**src/rtl/exec_sequencer_if.sv**
```systemverilog
// Bundle between the run/step controls, the datapath and the exec_sequencer.
// The master modport drives buttons, decode and PC; the slave modport is the sequencer.
interface exec_sequencer_if #(
   parameter int unsigned PHASES   = 5,
   parameter int unsigned ADDR_W   = 16,
   parameter int unsigned BP_COUNT = 2,
   parameter int unsigned CNT_W    = 32
);
   logic                         clear;
   logic                         exec;
   logic                         step;
   logic                         halt;
   logic [ADDR_W-1:0]            pc;
   logic [BP_COUNT*ADDR_W-1:0]   bp_addr;
   logic [BP_COUNT-1:0]          bp_en;
   logic [PHASES-1:0]            phase;
   logic                         active;
   logic                         instr_start;
   logic                         instr_done;
   logic [2:0]                   state;
   logic [2:0]                   stop_cause;
   logic [CNT_W-1:0]             instr_count;

   modport master (
      output clear, exec, step, halt, pc, bp_addr, bp_en,
      input  phase, active, instr_start, instr_done, state, stop_cause, instr_count
   );

   modport slave (
      input  clear, exec, step, halt, pc, bp_addr, bp_en,
      output phase, active, instr_start, instr_done, state, stop_cause, instr_count
   );
endinterface

```
**src/rtl/exec_sequencer.sv**
```systemverilog
// One-hot phase sequencer and run/stop/step/halt controller for the multi-cycle CPU,
// with address breakpoints and a retired-instruction counter.
module exec_sequencer #(
   parameter int unsigned PHASES   = 5,
   parameter int unsigned ADDR_W   = 16,
   parameter int unsigned BP_COUNT = 2,
   parameter int unsigned CNT_W    = 32
) (
   input logic              clk_i,
   input logic              rst_ni,
   exec_sequencer_if.slave  bus
);

   localparam logic [2:0] StIdle     = 3'd0;
   localparam logic [2:0] StRun      = 3'd1;
   localparam logic [2:0] StStopping = 3'd2;
   localparam logic [2:0] StStep     = 3'd3;
   localparam logic [2:0] StHalted   = 3'd4;

   localparam logic [2:0] CauseNone = 3'd0;
   localparam logic [2:0] CauseUser = 3'd1;
   localparam logic [2:0] CauseBp   = 3'd2;
   localparam logic [2:0] CauseHalt = 3'd3;
   localparam logic [2:0] CauseStep = 3'd4;

   localparam logic [PHASES-1:0] PhaseFetch = PHASES'(1);

   logic [2:0]        state_q, state_d;
   logic [PHASES-1:0] phase_q, phase_d;
   logic [2:0]        cause_q, cause_d;
   logic [CNT_W-1:0]  count_q, count_d;
   logic              bp_skip_q, bp_skip_d;
   logic              exec_q, step_q;
   logic              exec_rise_q, step_rise_q;

   logic active;
   logic first_phase, last_phase;
   logic bp_hit;

   assign active      = (state_q == StRun) || (state_q == StStopping) || (state_q == StStep);
   assign first_phase = phase_q[0];
   assign last_phase  = phase_q[PHASES-1];

   always_comb begin
      bp_hit = 1'b0;
      for (int k = 0; k < int'(BP_COUNT); k++) begin
         if (bus.bp_en[k] && (bus.bp_addr[k*ADDR_W +: ADDR_W] == bus.pc)) begin
            bp_hit = 1'b1;
         end
      end
   end

   always_comb begin
      state_d   = state_q;
      phase_d   = phase_q;
      cause_d   = cause_q;
      count_d   = count_q;
      bp_skip_d = bp_skip_q;

      if (active) begin
         phase_d = {phase_q[PHASES-2:0], phase_q[PHASES-1]};
         if (last_phase) begin
            count_d = count_q + CNT_W'(1);
         end
      end

      case (state_q)
         StIdle: begin
            if (exec_rise_q) begin
               state_d   = StRun;
               bp_skip_d = 1'b1;
               cause_d   = CauseNone;
            end else if (step_rise_q) begin
               state_d = StStep;
               cause_d = CauseNone;
            end
         end
         StRun: begin
            if (first_phase) begin
               bp_skip_d = 1'b0;
            end
            if (last_phase && bus.halt) begin
               state_d = StHalted;
               cause_d = CauseHalt;
            end else if (first_phase && !bp_skip_q && bp_hit) begin
               // Stop before the fetch commits: phase never leaves fetch.
               state_d = StIdle;
               cause_d = CauseBp;
               phase_d = phase_q;
            end else if (exec_rise_q) begin
               if (last_phase) begin
                  state_d = StIdle;
                  cause_d = CauseUser;
               end else begin
                  state_d = StStopping;
               end
            end
         end
         StStopping: begin
            if (last_phase) begin
               state_d = bus.halt ? StHalted : StIdle;
               cause_d = bus.halt ? CauseHalt : CauseUser;
            end
         end
         StStep: begin
            if (last_phase) begin
               state_d = bus.halt ? StHalted : StIdle;
               cause_d = bus.halt ? CauseHalt : CauseStep;
            end
         end
         StHalted: begin
            phase_d = PhaseFetch;
         end
         default: begin
            state_d = StIdle;
            phase_d = PhaseFetch;
         end
      endcase
   end

   always_ff @(posedge clk_i or negedge rst_ni) begin
      if (!rst_ni) begin
         state_q     <= StIdle;
         phase_q     <= PhaseFetch;
         cause_q     <= CauseNone;
         count_q     <= '0;
         bp_skip_q   <= 1'b0;
         exec_q      <= 1'b0;
         step_q      <= 1'b0;
         exec_rise_q <= 1'b0;
         step_rise_q <= 1'b0;
      end else if (bus.clear) begin
         state_q     <= StIdle;
         phase_q     <= PhaseFetch;
         cause_q     <= CauseNone;
         count_q     <= '0;
         bp_skip_q   <= 1'b0;
         exec_q      <= 1'b0;
         step_q      <= 1'b0;
         exec_rise_q <= 1'b0;
         step_rise_q <= 1'b0;
      end else begin
         state_q     <= state_d;
         phase_q     <= phase_d;
         cause_q     <= cause_d;
         count_q     <= count_d;
         bp_skip_q   <= bp_skip_d;
         exec_q      <= bus.exec;
         step_q      <= bus.step;
         exec_rise_q <= bus.exec & ~exec_q;
         step_rise_q <= bus.step & ~step_q;
      end
   end

   assign bus.phase       = phase_q;
   assign bus.active      = active;
   assign bus.instr_start = active & first_phase;
   assign bus.instr_done  = active & last_phase;
   assign bus.state       = state_q;
   assign bus.stop_cause  = cause_q;
   assign bus.instr_count = count_q;

endmodule

```
**src/flat_wrapper.sv**
```systemverilog
// flat-port wrapper written by rule: the top's interface ports become plain ports
module exec_sequencer_flat 
#(
   parameter int unsigned PHASES   = 5,
   parameter int unsigned ADDR_W   = 16,
   parameter int unsigned BP_COUNT = 2,
   parameter int unsigned CNT_W    = 32
)
  (clk_i, rst_ni, bus_clear, bus_exec, bus_step, bus_halt, bus_pc, bus_bp_addr, bus_bp_en, bus_phase, bus_active, bus_instr_start, bus_instr_done, bus_state, bus_stop_cause, bus_instr_count);
  exec_sequencer_if #(.PHASES(PHASES), .ADDR_W(ADDR_W), .BP_COUNT(BP_COUNT), .CNT_W(CNT_W)) bus_i ();
  input logic clk_i;
  input logic rst_ni;
  input wire logic [$bits(bus_i.clear)-1:0] bus_clear;
  input wire logic [$bits(bus_i.exec)-1:0] bus_exec;
  input wire logic [$bits(bus_i.step)-1:0] bus_step;
  input wire logic [$bits(bus_i.halt)-1:0] bus_halt;
  input wire logic [$bits(bus_i.pc)-1:0] bus_pc;
  input wire logic [$bits(bus_i.bp_addr)-1:0] bus_bp_addr;
  input wire logic [$bits(bus_i.bp_en)-1:0] bus_bp_en;
  output wire logic [$bits(bus_i.phase)-1:0] bus_phase;
  output wire logic [$bits(bus_i.active)-1:0] bus_active;
  output wire logic [$bits(bus_i.instr_start)-1:0] bus_instr_start;
  output wire logic [$bits(bus_i.instr_done)-1:0] bus_instr_done;
  output wire logic [$bits(bus_i.state)-1:0] bus_state;
  output wire logic [$bits(bus_i.stop_cause)-1:0] bus_stop_cause;
  output wire logic [$bits(bus_i.instr_count)-1:0] bus_instr_count;
  assign bus_i.clear = bus_clear;
  assign bus_i.exec = bus_exec;
  assign bus_i.step = bus_step;
  assign bus_i.halt = bus_halt;
  assign bus_i.pc = bus_pc;
  assign bus_i.bp_addr = bus_bp_addr;
  assign bus_i.bp_en = bus_bp_en;
  assign bus_phase = bus_i.phase;
  assign bus_active = bus_i.active;
  assign bus_instr_start = bus_i.instr_start;
  assign bus_instr_done = bus_i.instr_done;
  assign bus_state = bus_i.state;
  assign bus_stop_cause = bus_i.stop_cause;
  assign bus_instr_count = bus_i.instr_count;
  exec_sequencer #(.PHASES(PHASES), .ADDR_W(ADDR_W), .BP_COUNT(BP_COUNT), .CNT_W(CNT_W)) u_core (.clk_i(clk_i), .rst_ni(rst_ni), .bus(bus_i));
endmodule
```
**config.mk**
```make
export PLATFORM = sky130hd
export DESIGN_NAME = exec_sequencer_flat
export DESIGN_NICKNAME = d
export VERILOG_FILES = /design/src/rtl/exec_sequencer_if.sv /design/src/rtl/exec_sequencer.sv /design/src/flat_wrapper.sv
export SDC_FILE = /design/constraint.sdc
export NUM_CORES = 1
export LEC_CHECK = 0
export ABC_AREA = 1
export ABC_CLOCK_PERIOD_IN_PS = 3550
export BUFFER_PORTS_ARGS = -buffer_cell sky130_fd_sc_hd__buf_2
export CELL_PAD_IN_SITES_DETAIL_PLACEMENT = 1
export CELL_PAD_IN_SITES_GLOBAL_PLACEMENT = 2
export CORE_MARGIN = 3
export CORE_UTILIZATION = 29
export CTS_BUF_LIST = sky130_fd_sc_hd__clkbuf_16
export CTS_CLUSTER_SIZE = 16
export DETAILED_ROUTE_END_ITERATION = 12
export GPL_TIMING_DRIVEN = 0
export PLACE_DENSITY = 0.95
export SYNTH_ARGS = -nofsm -noshare
export SYNTH_HDL_FRONTEND = slang
export SYNTH_SLANG_ARGS = --single-unit
```
**constraint.sdc**
```tcl
create_clock -name clk_i -period 3.55 [get_ports clk_i]
set_clock_uncertainty 0.15 [all_clocks]
set_input_delay 0.5325 -clock clk_i [delete_from_list [all_inputs] [get_ports clk_i]]
set_output_delay 0.5325 -clock clk_i [all_outputs]
set_load 0.05 [all_outputs]
```
* Yosys cells after proc, flatten, opt, wreduce, memory -nomap -nowiden
Index checks and enable logic that the tools add are counted.
** Operators by class
- Add/subtract/negate cells :: 1
- Reductions and logical operators :: 19
- Multiplexer cells :: 40
- Eq/ne operators :: 16
- Bitwise operators :: 6
** Operators with widths (number)
- 32-bit 2-to-1 mux :: 3
- 3-bit 2-to-1 mux :: 18
- 32-bit by 1-bit adder with 32-bit output, second input constant :: 1
- 16-bit equality test :: 2
- 3-bit one-hot mux with 4 select lines :: 2
- 5-bit 2-to-1 mux :: 4
- 3-bit by 2-bit != test with 1-bit output, second input constant :: 4
- 5-bit by 4-bit != test with 1-bit output, second input constant :: 2
- 5-bit one-hot mux with 2 select lines :: 1
- 1-bit 2-to-1 mux :: 9
- 3-bit by 2-bit equality test with 1-bit output, second input constant :: 2
- 6-bit AND reduction :: 1
- 1-bit logical AND :: 5
- 5-bit nonzero test :: 1
- 1-bit bitwise AND :: 4
- 2-bit 2-to-1 mux :: 2
- 4-bit by 2-bit != test with 1-bit output, second input constant :: 1
- 4-bit != test, second input constant :: 1
- 4-bit AND reduction :: 1
- 2-bit nonzero test :: 2
- 3-bit by 1-bit equality test with 1-bit output, second input constant :: 1
- 3-bit equality test, second input constant :: 1
- 3-bit zero test :: 1
- 3-bit by 1-bit != test with 1-bit output, second input constant :: 1
- 10 further kinds :: 12
** Storage, ports and cells
- Logic and storage cells :: 91
- Input port bits :: 56
- Output and inout port bits :: 46
- Register bits :: 48

* Logic depth before layout (Yosys ltp)
- Depth in word-level cells :: 9
- Depth in mapped cells :: 14
- Mapped depth without buffers :: 14

* Worst setup path after synthesis
No wires, ideal clock.
- Path type :: register to output
- From :: reg u_core.state_q[1], in the netlist u_core.bus.state[1]
- To :: out bus_instr_start
- Data arrival time :: 1895 ps
- Cell stages (with the launch flop) :: 5
- Required time :: 2867 ps
- Path slack :: 973 ps
- Path buffers :: 0
- Path through :: dfrtp_1 -> nor2_2 -> nor2_4 -> inv_1 -> nor2_1
** Between the ends
- Word-level cells in the longest chain between the ends :: 4
- Elaborated cells on any way between the ends :: 6
- Those cells by class :: eq/ne: 3; bitwise: 1; reduce/logical: 2
** Ends and longest elaborated chain
- from (decl) :: RTL line exec_sequencer.sv:28 : logic [2:0] state_q, state_d;
- from (signal assigned) :: RTL line exec_sequencer.sv:123 : state_q <= StIdle;
- from (signal assigned) :: RTL line exec_sequencer.sv:133 : state_q <= StIdle;
- from (signal assigned) :: RTL line exec_sequencer.sv:143 : state_q <= state_d;
- 3-bit by 1-bit equality test with 1-bit output or 3-bit by 2-bit equality test with 1-bit output (tied branches) :: RTL line exec_sequencer.sv:40 : assign active = (state_q == StRun) || (state_q == StStopping) || (state_q == StStep);
- 1-bit logical OR :: RTL line exec_sequencer.sv:40
- 1-bit logical OR * :: RTL line exec_sequencer.sv:40
- net bus_active :: RTL line flat_wrapper.sv:21 : output wire logic [$bits(bus_i.active)-1:0] bus_active;
- 1-bit bitwise AND * :: RTL line exec_sequencer.sv:157 : assign bus.instr_start = active & first_phase;
- to (decl) :: RTL line flat_wrapper.sv:22 : output wire logic [$bits(bus_i.instr_start)-1:0] bus_instr_start;
Mark *: on every way through the listed nets, which the timed path passes. The rest lies on a longest branch.

* Worst setup path in the final report
- From :: reg u_core.state_q[1], in the netlist u_core.bus.state[1]
- To :: out bus_instr_done
** Between the ends
- Word-level cells in the longest chain between the ends :: 4
- Elaborated cells on any way between the ends :: 6
- Those cells by class :: eq/ne: 3; bitwise: 1; reduce/logical: 2
** Ends and longest elaborated chain
- 3-bit by 1-bit equality test with 1-bit output or 3-bit by 2-bit equality test with 1-bit output (tied branches) :: RTL line exec_sequencer.sv:40
- 1-bit logical OR :: RTL line exec_sequencer.sv:40
- 1-bit logical OR * :: RTL line exec_sequencer.sv:40
- 1-bit bitwise AND * :: RTL line exec_sequencer.sv:158 : assign bus.instr_done = active & last_phase;
- to (decl) :: RTL line flat_wrapper.sv:23 : output wire logic [$bits(bus_i.instr_done)-1:0] bus_instr_done;
Every way passes the cells marked *; elsewhere a longest branch is shown, timed or not.

==> results_dict.tcl <==
set metrics [dict create \
    hpwl_um 8030 \
    cts_sinks 48 \
    synth_ff_type "dfrtp_1" \
    ys_top_cells_by_count "nand2_1 (134), inv_1 (81), nor2_1 (59)" \
    drc 0 \
    die_h_um 111 \
    cap_viol_max_count 0 \
    required_ps 2870 \
    clockBufferDepth 2 \
    vias_per_cell 4.74 \
    synthTopCellsByArea "dfrtp_1 (37%), nand2_1 (16%), inv_1 (9.6%), nor2_1 (7.0%), o21ai_0 (4.1%)" \
    wirelength_um 9940 \
    overflow 0 \
    syn_area_sq_mm 0.00318 \
    final_max_slew_viol_count 0 \
    timing.final.ws_setup_ps 1260 \
    track_usage_pct 16.0 \
    grt_pass1_wl_um 16800 \
    initial_utilization_pct 30.3 \
    cts-resized-gates 0 \
    synth_largest_area_cell "dfrtp_1" \
    dieArea_sq_mm 0.0123 \
    vias 3391 \
    root_buffer "clkbuf_16" \
    dpl_cell_area_sq_mm 0.00386 \
    path_class "reg -> out" \
    drt_iter0_markers 129 \
    grt_pass1_vias 3584 \
    ys_async_sr_fraction_pct 100 \
    placementRows 37 \
    post-cts-setup-buffers 0 \
    leakagePower_nw 2.13 \
    rsz0062_at_grt "no" \
    synth_top_area_share_pct 37.0 \
    fin_crit_ps 2290 \
    fillers 1404 \
    slew_headroom_pct 24.5 \
    stdcell_count 716 \
    wire_per_inst_um 13.9 \
    syn_avg_cell_area_sq_um 6.76 \
    diodes 0 \
    area_growth_pct 26.3 \
    final_antenna_net_count 0 \
    hold_viol 0 \
    r2r_cells 9 \
    whs_ps 258 \
    cp_top_family "flip-flops" \
    cp.arrival_ps 1610 \
    total_power_mw 1.75 \
    power_density_mw_per_mm2 435 \
    cts_tree "built" \
    slowest_delay_ps 500 \
    worst_pin_slew_ps 1130 \
    crit_chain "nor2_2 > nor2_4 > nand2_4 > inv_2 > buf_2" \
    cp-end-kind "output port" \
    synth-edff-count 0 \
    min_path_cells 1 \
    slowest_stage "dfrtp_1" \
    drive_above_1_share_pct 22.8 \
    max-vdd-ir-drop_mv 0.240 \
    holdBufCountCts 0 \
    post-route-util_pct 38.3 \
    cts_max_level 2 \
    insertion_delay_ps 290 \
    fin_nets 636 \
    die_w_um 111 \
    design.core.area_sq_mm 0.0105 \
    hold_class "reg -> reg" \
    cts.reportedPaths.clkPinSlew_ps 70 \
    fmax_mhz 437 \
    setup-tns-final_ps 0 \
    synth_cell_types 37 \
    io_pins 102 \
    ys_seq_elements 48 \
    synth_most_common_cell "nand2_1" \
    grt_max_degree 49 \
    period_share_pct 64.5 \
    dr.pass1.iters 4 \
    gp_congestion 0.809 \
    antenna_found_initial 0 \
    place_inst 708 \
    setup_violations 0 \
    syn-num-nets 528 \
    start_kind "flip-flop" \
    critPathBufInv 2 \
    cts_made_buffers 5 \
    critical_path_depth 5 \
    synth_seq_area_share_pct 37.8 \
    final_area_sq_mm 0.00402 \
    port_buffers 101 \
    synth_warnings 0 \
    status "finished clean" \
    netlist_instances 471 \
    crit_fanout 8 \
    pre_cts_slack_ps 1230 \
]
cell families (layout without fill, tap and decap cells):
kind of cell,after synthesis,count (layout),share of synthesized area [%]
AND/OR/NAND/NOR,263,263,37.8
buffers and inverters,86,195,10.2
AO/OA/AOI/OAI,61,61,10.5
flip-flops,48,48,37.8
XOR/XNOR,12,12,3.30
adder cells (fa/ha/maj),1,1,0.393
area by class of cell:
cell class | count | area (sq um) | share of cell area (%)
Buffer | 4 | 16.3 | 0.405
Clock buffer | 5 | 125 | 3.11
Clock inverter | 3 | 37.5 | 0.934
Inverter | 82 | 308 | 7.66
Multi-Input combinational cell | 337 | 1660 | 41.2
Sequential cell | 48 | 1200 | 29.9
Tap cell | 136 | 170 | 4.23
Timing Repair Buffer | 101 | 505 | 12.6
sequential cells by signal, summed over array words and instances, names as in the netlist:
register / cells
u_core.bp_skip_q: 1
u_core.exec_rise_q: 1
u_core.bus.stop_cause: 3
u_core.bus.instr_count: 32
u_core.step_q: 1
u_core.bus.state: 3
u_core.step_rise_q: 1
u_core.exec_q: 1
u_core.bus.phase: 5
worst paths after layout:
check                                        endpoint  slack (ps)                       from
max                                    bus_instr_done        1260        u_core.bus.state[1]
min                                u_core.exec_rise_q         260              u_core.exec_q
max reg2reg                u_core.bus.instr_count[21]        1400  u_core.bus.instr_count[2]
min reg2reg                        u_core.exec_rise_q         260              u_core.exec_q
max in group asynchronous  u_core.bus.instr_count[27]        2240                     rst_ni
min in group asynchronous  u_core.bus.instr_count[20]         320                     rst_ni
report_power, final:
part           switching [mW]  internal [mW]  leakage [nW]
Combinational           0.418          0.153          1.39
Sequential             0.0492          0.593         0.657
Clock                   0.208          0.328        0.0789
metal layers:
layer	track usage (%)	up-vias	routed length, um
li1	-	1699	-
met1	19.6	1612	4350
met2	29.7	70	5110
met3	2.78	10	369
met4	2.55	0	106
met5	0	-	0
cell usage in the layout (no fill, tap or decap), drive strengths merged, types with 2 or more instances in the layout:
cell / count
o21ai: 31
clkbuf: 8
nand4: 8
or2: 3
a21oi: 20
a211oi: 4
nor3: 21
dfrtp: 47
nor2: 67
xnor2: 10
nand3: 19
nand2: 137
clkinv: 2
nor4: 6
buf: 102
xor2: 2
o31ai: 3
inv: 82
Note: power is estimated with default switching activity, not from simulation.
